$ cat src/rtl/seq_divider.sv
// Iterative radix-2 restoring divider: one quotient bit per clock, MSB first,
// with sign fix-up after the magnitude loop and an enabled/completed handshake.
//
// state  | meaning
// -------+-----------------------------------------------------------
// S_IDLE | waiting for enabled; operands captured on the accept edge
// S_BUSY | WIDTH iterations of shift/subtract on magnitudes
// S_FIX  | apply quotient/remainder signs, raise completed
// S_DONE | result held while enabled stays high
module seq_divider #(
   parameter int WIDTH  = 32,
   parameter bit SIGNED = 1'b1
) (
   input  logic             clk,
   input  logic             reset,
   input  logic             enabled,
   input  logic [WIDTH-1:0] a,
   input  logic [WIDTH-1:0] b,
   output logic [WIDTH-1:0] c,
   output logic [WIDTH-1:0] r,
   output logic             completed
);

   localparam int CW = $clog2(WIDTH + 1);

   typedef enum logic [1:0] {
      S_IDLE = 2'd0,
      S_BUSY = 2'd1,
      S_FIX  = 2'd2,
      S_DONE = 2'd3
   } state_t;

   state_t           state_q,     state_d;
   logic [CW-1:0]    count_q,     count_d;
   logic [WIDTH-1:0] rem_q,       rem_d;
   logic [WIDTH-1:0] quo_q,       quo_d;
   logic [WIDTH-1:0] div_q,       div_d;
   logic             qsign_q,     qsign_d;
   logic             rsign_q,     rsign_d;
   logic [WIDTH-1:0] c_q,         c_d;
   logic [WIDTH-1:0] r_q,         r_d;
   logic             completed_q, completed_d;

   logic             a_neg, b_neg;
   logic [WIDTH-1:0] a_mag, b_mag;
   logic [WIDTH:0]   rem_shift, rem_diff;
   logic             last_iter;

   assign a_neg = SIGNED & a[WIDTH-1];
   assign b_neg = SIGNED & b[WIDTH-1];
   assign a_mag = a_neg ? (~a + 1'b1) : a;
   assign b_mag = b_neg ? (~b + 1'b1) : b;

   // Remainder is always below the divisor, so WIDTH stored bits suffice;
   // the shifted value needs one extra bit and the sign of the difference
   // lands in bit WIDTH.
   assign rem_shift = {rem_q, quo_q[WIDTH-1]};
   assign rem_diff  = rem_shift - {1'b0, div_q};
   assign last_iter = (count_q == CW'(WIDTH - 1));

   always_comb begin
      state_d     = state_q;
      count_d     = count_q;
      rem_d       = rem_q;
      quo_d       = quo_q;
      div_d       = div_q;
      qsign_d     = qsign_q;
      rsign_d     = rsign_q;
      c_d         = c_q;
      r_d         = r_q;
      completed_d = completed_q;

      unique case (state_q)
         S_IDLE: begin
            completed_d = 1'b0;
            if (enabled) begin
               qsign_d = a_neg ^ b_neg;
               rsign_d = a_neg;
               count_d = '0;
               rem_d   = '0;
               quo_d   = a_mag;
               div_d   = b_mag;
               if (b == '0) begin
                  c_d     = '1;
                  r_d     = a;
                  state_d = S_DONE;
               end else begin
                  state_d = S_BUSY;
               end
            end
         end

         S_BUSY: begin
            if (!enabled) begin
               state_d = S_IDLE;
            end else begin
               count_d = count_q + CW'(1);
               if (!rem_diff[WIDTH]) begin
                  rem_d = rem_diff[WIDTH-1:0];
                  quo_d = {quo_q[WIDTH-2:0], 1'b1};
               end else begin
                  rem_d = rem_shift[WIDTH-1:0];
                  quo_d = {quo_q[WIDTH-2:0], 1'b0};
               end
               if (last_iter) begin
                  state_d = S_FIX;
               end
            end
         end

         S_FIX: begin
            if (!enabled) begin
               state_d = S_IDLE;
            end else begin
               c_d         = qsign_q ? (~quo_q + 1'b1) : quo_q;
               r_d         = rsign_q ? (~rem_q + 1'b1) : rem_q;
               completed_d = 1'b1;
               state_d     = S_DONE;
            end
         end

         S_DONE: begin
            // Divide-by-zero enters here with completed low; it rises one
            // edge later, so a request always sees at least one low sample.
            completed_d = enabled;
            if (!enabled) begin
               state_d = S_IDLE;
            end
         end

         default: begin
            state_d = S_IDLE;
         end
      endcase
   end

   always_ff @(posedge clk) begin
      if (reset) begin
         state_q     <= S_IDLE;
         count_q     <= '0;
         rem_q       <= '0;
         quo_q       <= '0;
         div_q       <= '0;
         qsign_q     <= 1'b0;
         rsign_q     <= 1'b0;
         c_q         <= '0;
         r_q         <= '0;
         completed_q <= 1'b0;
      end else begin
         state_q     <= state_d;
         count_q     <= count_d;
         rem_q       <= rem_d;
         quo_q       <= quo_d;
         div_q       <= div_d;
         qsign_q     <= qsign_d;
         rsign_q     <= rsign_d;
         c_q         <= c_d;
         r_q         <= r_d;
         completed_q <= completed_d;
      end
   end

   assign c         = c_q;
   assign r         = r_q;
   assign completed = completed_q;

endmodule

$ cat config.mk
export PLATFORM = sky130hd
export DESIGN_NAME = seq_divider
export DESIGN_NICKNAME = d
export VERILOG_FILES = /design/src/rtl/seq_divider.sv
export SDC_FILE = /design/constraint.sdc
export NUM_CORES = 1
export LEC_CHECK = 0
export ABC_AREA = 1
export CAP_MARGIN = 25
export CORE_ASPECT_RATIO = 1.4
export CORE_MARGIN = 5
export CORE_UTILIZATION = 40
export CTS_CLUSTER_SIZE = 28
export DETAILED_ROUTE_END_ITERATION = 8
export HOLD_SLACK_MARGIN = 0.05
export PLACE_DENSITY = 0.71
export SYNTH_ARGS = -nofsm -noshare
export SYNTH_HDL_FRONTEND = slang
export SYNTH_SLANG_ARGS = --single-unit
export TNS_END_PERCENT = 10
$ cat constraint.sdc
create_clock -name clk -period 2.4 [get_ports clk]
set_input_delay 0.36 -clock clk [delete_from_list [all_inputs] [get_ports clk]]
set_output_delay 0.36 -clock clk [all_outputs]
set_load 0.05 [all_outputs]
==> out/qor.yml <==
status: "finished, final reports clean"
crit_required_ps: 2750
path_cells: "buf_4 -> inv_1 -> nand2_1 -> nor2_1 -> nand2_1 -> nor2_1 -> nand2_1 -> o21ai_1 -> xor2_1 -> buf_4 -> nor2_1 -> nor2_1 -> nor2_1"
end_kind: "flop"
core_sq_um: 32500
grt_pass1_wl_um: 79400
cts.sinks: 171
syn_area_sq_um: 13200
crit_type: "reg -> reg"
viasPerCell: 5.30
routedWlPerCell_um: 17.7
dieArea_sq_um: 36700
synth-main-ff-cell: "dfxtp_1"
hold_buffers: 0
cts_buffer_depth: 2
finalSetupViolations: 0
p_per_area_nw_per_um2: 851
grt_pass1_vias: 14800
cp.arrival_ps: 2640
ant_nets: 0
synth-seq-area-share_pct: 26.0
p_int_mw: 7.30
grt_util_all_layers_pct: 27.6
dr.pass1.iters: 8
p_seq_share_pct: 25.9
cts_buffers: 17
clk_pin_slew_ps: 70
yosys_warnings: 0
drive_gt1_share_pct: 10.7
synth-async-reset-ratio_pct: 0
post-route-min-period_ps: 2290
die-width_um: 163
combPwrFrac_pct: 55.5
clk_latency_ps: 460
cp_slowest_cell: "dfxtp_1"
path_max_fanout: 4
whs_path_depth: 2
cap_violations: 0
report.final.hold_viol_count: 0
drtIter0Drc: 1137
startpoint_type: "flop"
post-route-util_pct: 51.4
slew_viol_final: 0
syn_nets: 2370
syn_to_final_growth_pct: 26.8
hold_class: "in -> reg"
routed_wl_um: 51900
synth_edf_count: 0
path_common_cell: "nor2_1"
syn_inst: 2260
cts_max_level: 4
slew_headroom_pct: 55.0
syn_avg_cell_area_sq_um: 5.83
synth_top_family_by_area: "simple AND/OR/NAND/NOR gates"
swShare_pct: 48.7
max_freq_mhz: 437
die_y_um: 225
dp_hpwl_um: 41700
ys_ff_latch: 171
io_pins: 132
via_count: 15600
cts-root-buf: "clkbuf_16"
total_power_mw: 14.2
num_antenna_cells: 0
antenna_found_initial: 0
worst_hold_slack_ps: 315
start_util_pct: 40.6
p_switching_mw: 6.92
synth_cell_type_count: 49
fill_cells: 3450
ir_drop_uv: 477
grt_max_degree: 70
final_cell_mix: "nand2_1 (594), inv_1 (304), nor2_1 (245)"
tightest_slew_ps: 669
skew_ps: 9.04
rows: 78
globalRouteOverflowTotal: 0
layout_commonest_cell: "nand2_1"
fin_crit_sh_pct: 95.3
layout_setup_ws_ps: 113
clkPwrFrac_pct: 18.6
synthXorXnorAreaFrac_pct: 2.86
synth_compound_area_share_pct: 16.5
cp_slowest_stage_delay_ps: 350
p_leak_nw: 7.85
portBuffers: 131
layout.cells.non_filler: 2943
drc: 0
rsz0062_at_grt: "true"
fin_nets: 2600
synthSimpleGateAreaFrac_pct: 38.3
gp_congestion: 0.985
cts_tree: "done"
dpl_worst_slack_ps: -124
dp_cells: 2911
synth_fa_ha_area_share_pct: 4.14
rr_worst_depth: 13
synthMuxAreaShare_pct: 0
r2r_slack_ps: 110
[sequential cells by signal, indices dropped and copies added (netlist names), 2 cells and up]
signal,count
c,32
count_q,6
div_q,32
quo_q,32
r,32
rem_q,32
state_q,2
[power groups by stage]
stage / clock network, mW / logic (mW) / registers [mW]
4_1_cts: 2.69 / 7.68 / 3.67
6_report: 2.65 / 7.89 / 3.68
2_1_floorplan: 0 / 4.34 / 4.17
5_1_grt: 2.82 / 8.59 / 3.74
3_5_place_dp: 0 / 7.64 / 3.73
3_3_place_gp: 0 / 7.59 / 3.72
[cell families (layout without fill, tap and decap cells)]
logic type,after synthesis,after routing
buffers and inverters,402,645
XOR/XNOR,43,43
AO/OA/AOI/OAI,405,405
adder cells (fa/ha/maj),43,43
AND/OR/NAND/NOR,1196,1196
flip-flops,171,171
[synth_stat cells, drive strengths merged, types with 3 or more instances]
library cell	n	area [sq um]
o211ai	11	82.6
o31ai	3	22.5
ha	42	526
buf	35	213
nand3	224	1130
xnor2	27	236
a21o	3	22.5
o21bai	3	22.5
inv	312	1170
clkbuf	49	184
a21oi	182	930
clkinv	3	11.3
o21ai	158	798
xor2	16	140
nand3b	4	30.0
a31oi	23	144
o22ai	14	87.6
and2	5	31.3
nor4	5	37.5
dlygate4sd1	3	26.3
nand4	30	188
dfxtp	171	3420
nor3	54	280
nor2	258	991
nand2	611	2330
and3	3	18.8
[final cells by class]
cell class                 count  area, sq um  share of cell area (%)
sequential                   171         3420                    20.5
timing repair buffer         298         2680                    16.1
multi-input combinational   1687         8330                    49.9
clock buffer                  20          447                    2.67
tap                          440          551                    3.29
clock inverter                12         90.1                   0.539
inverter                     315         1180                    7.08
[metal layers]
| layer | vias up | GRT usage [%] | routed length, um |
|---|---|---|---|
| li1 | 7795 | - | - |
| met1 | 7163 | 29.3 | 19200 |
| met2 | 489 | 50.7 | 26700 |
| met3 | 157 | 3.34 | 2110 |
| met4 | 0 | 18.5 | 4000 |
| met5 | - | 0 | 0 |
[critical path, delay by kind of cell (launching register included)]
family                 cells  cell delay [ps]
AO/OA/AOI/OAI              1              170
XOR/XNOR                   1              170
buffers and inverters      3              430
flip-flops                 1              350
AND/OR/NAND/NOR            8             1070
[final timing paths]
kind | end | from
hold / removal | quo_q[24] | reset
hold reg to reg | r[19] | r[19]
setup reg to reg | r[23] | rem_q[4]
setup / recovery | r[23] | rem_q[4]
[stage by stage]
stage	TNS, ps	cell area, sq um
CTS	0	16500
floorplan	0	13200
global placement	-119	16000
global route	-150	16700
detailed placement	-358	16000
finish	0	16700
[timing repair]
action,CTS,global route
gates resized for setup,4,39
pin swaps,0,1
cloned,0,0
buffers inserted,0,0
setup endpoints to repair,25,40
Note: power is estimated with default switching activity, not from simulation.
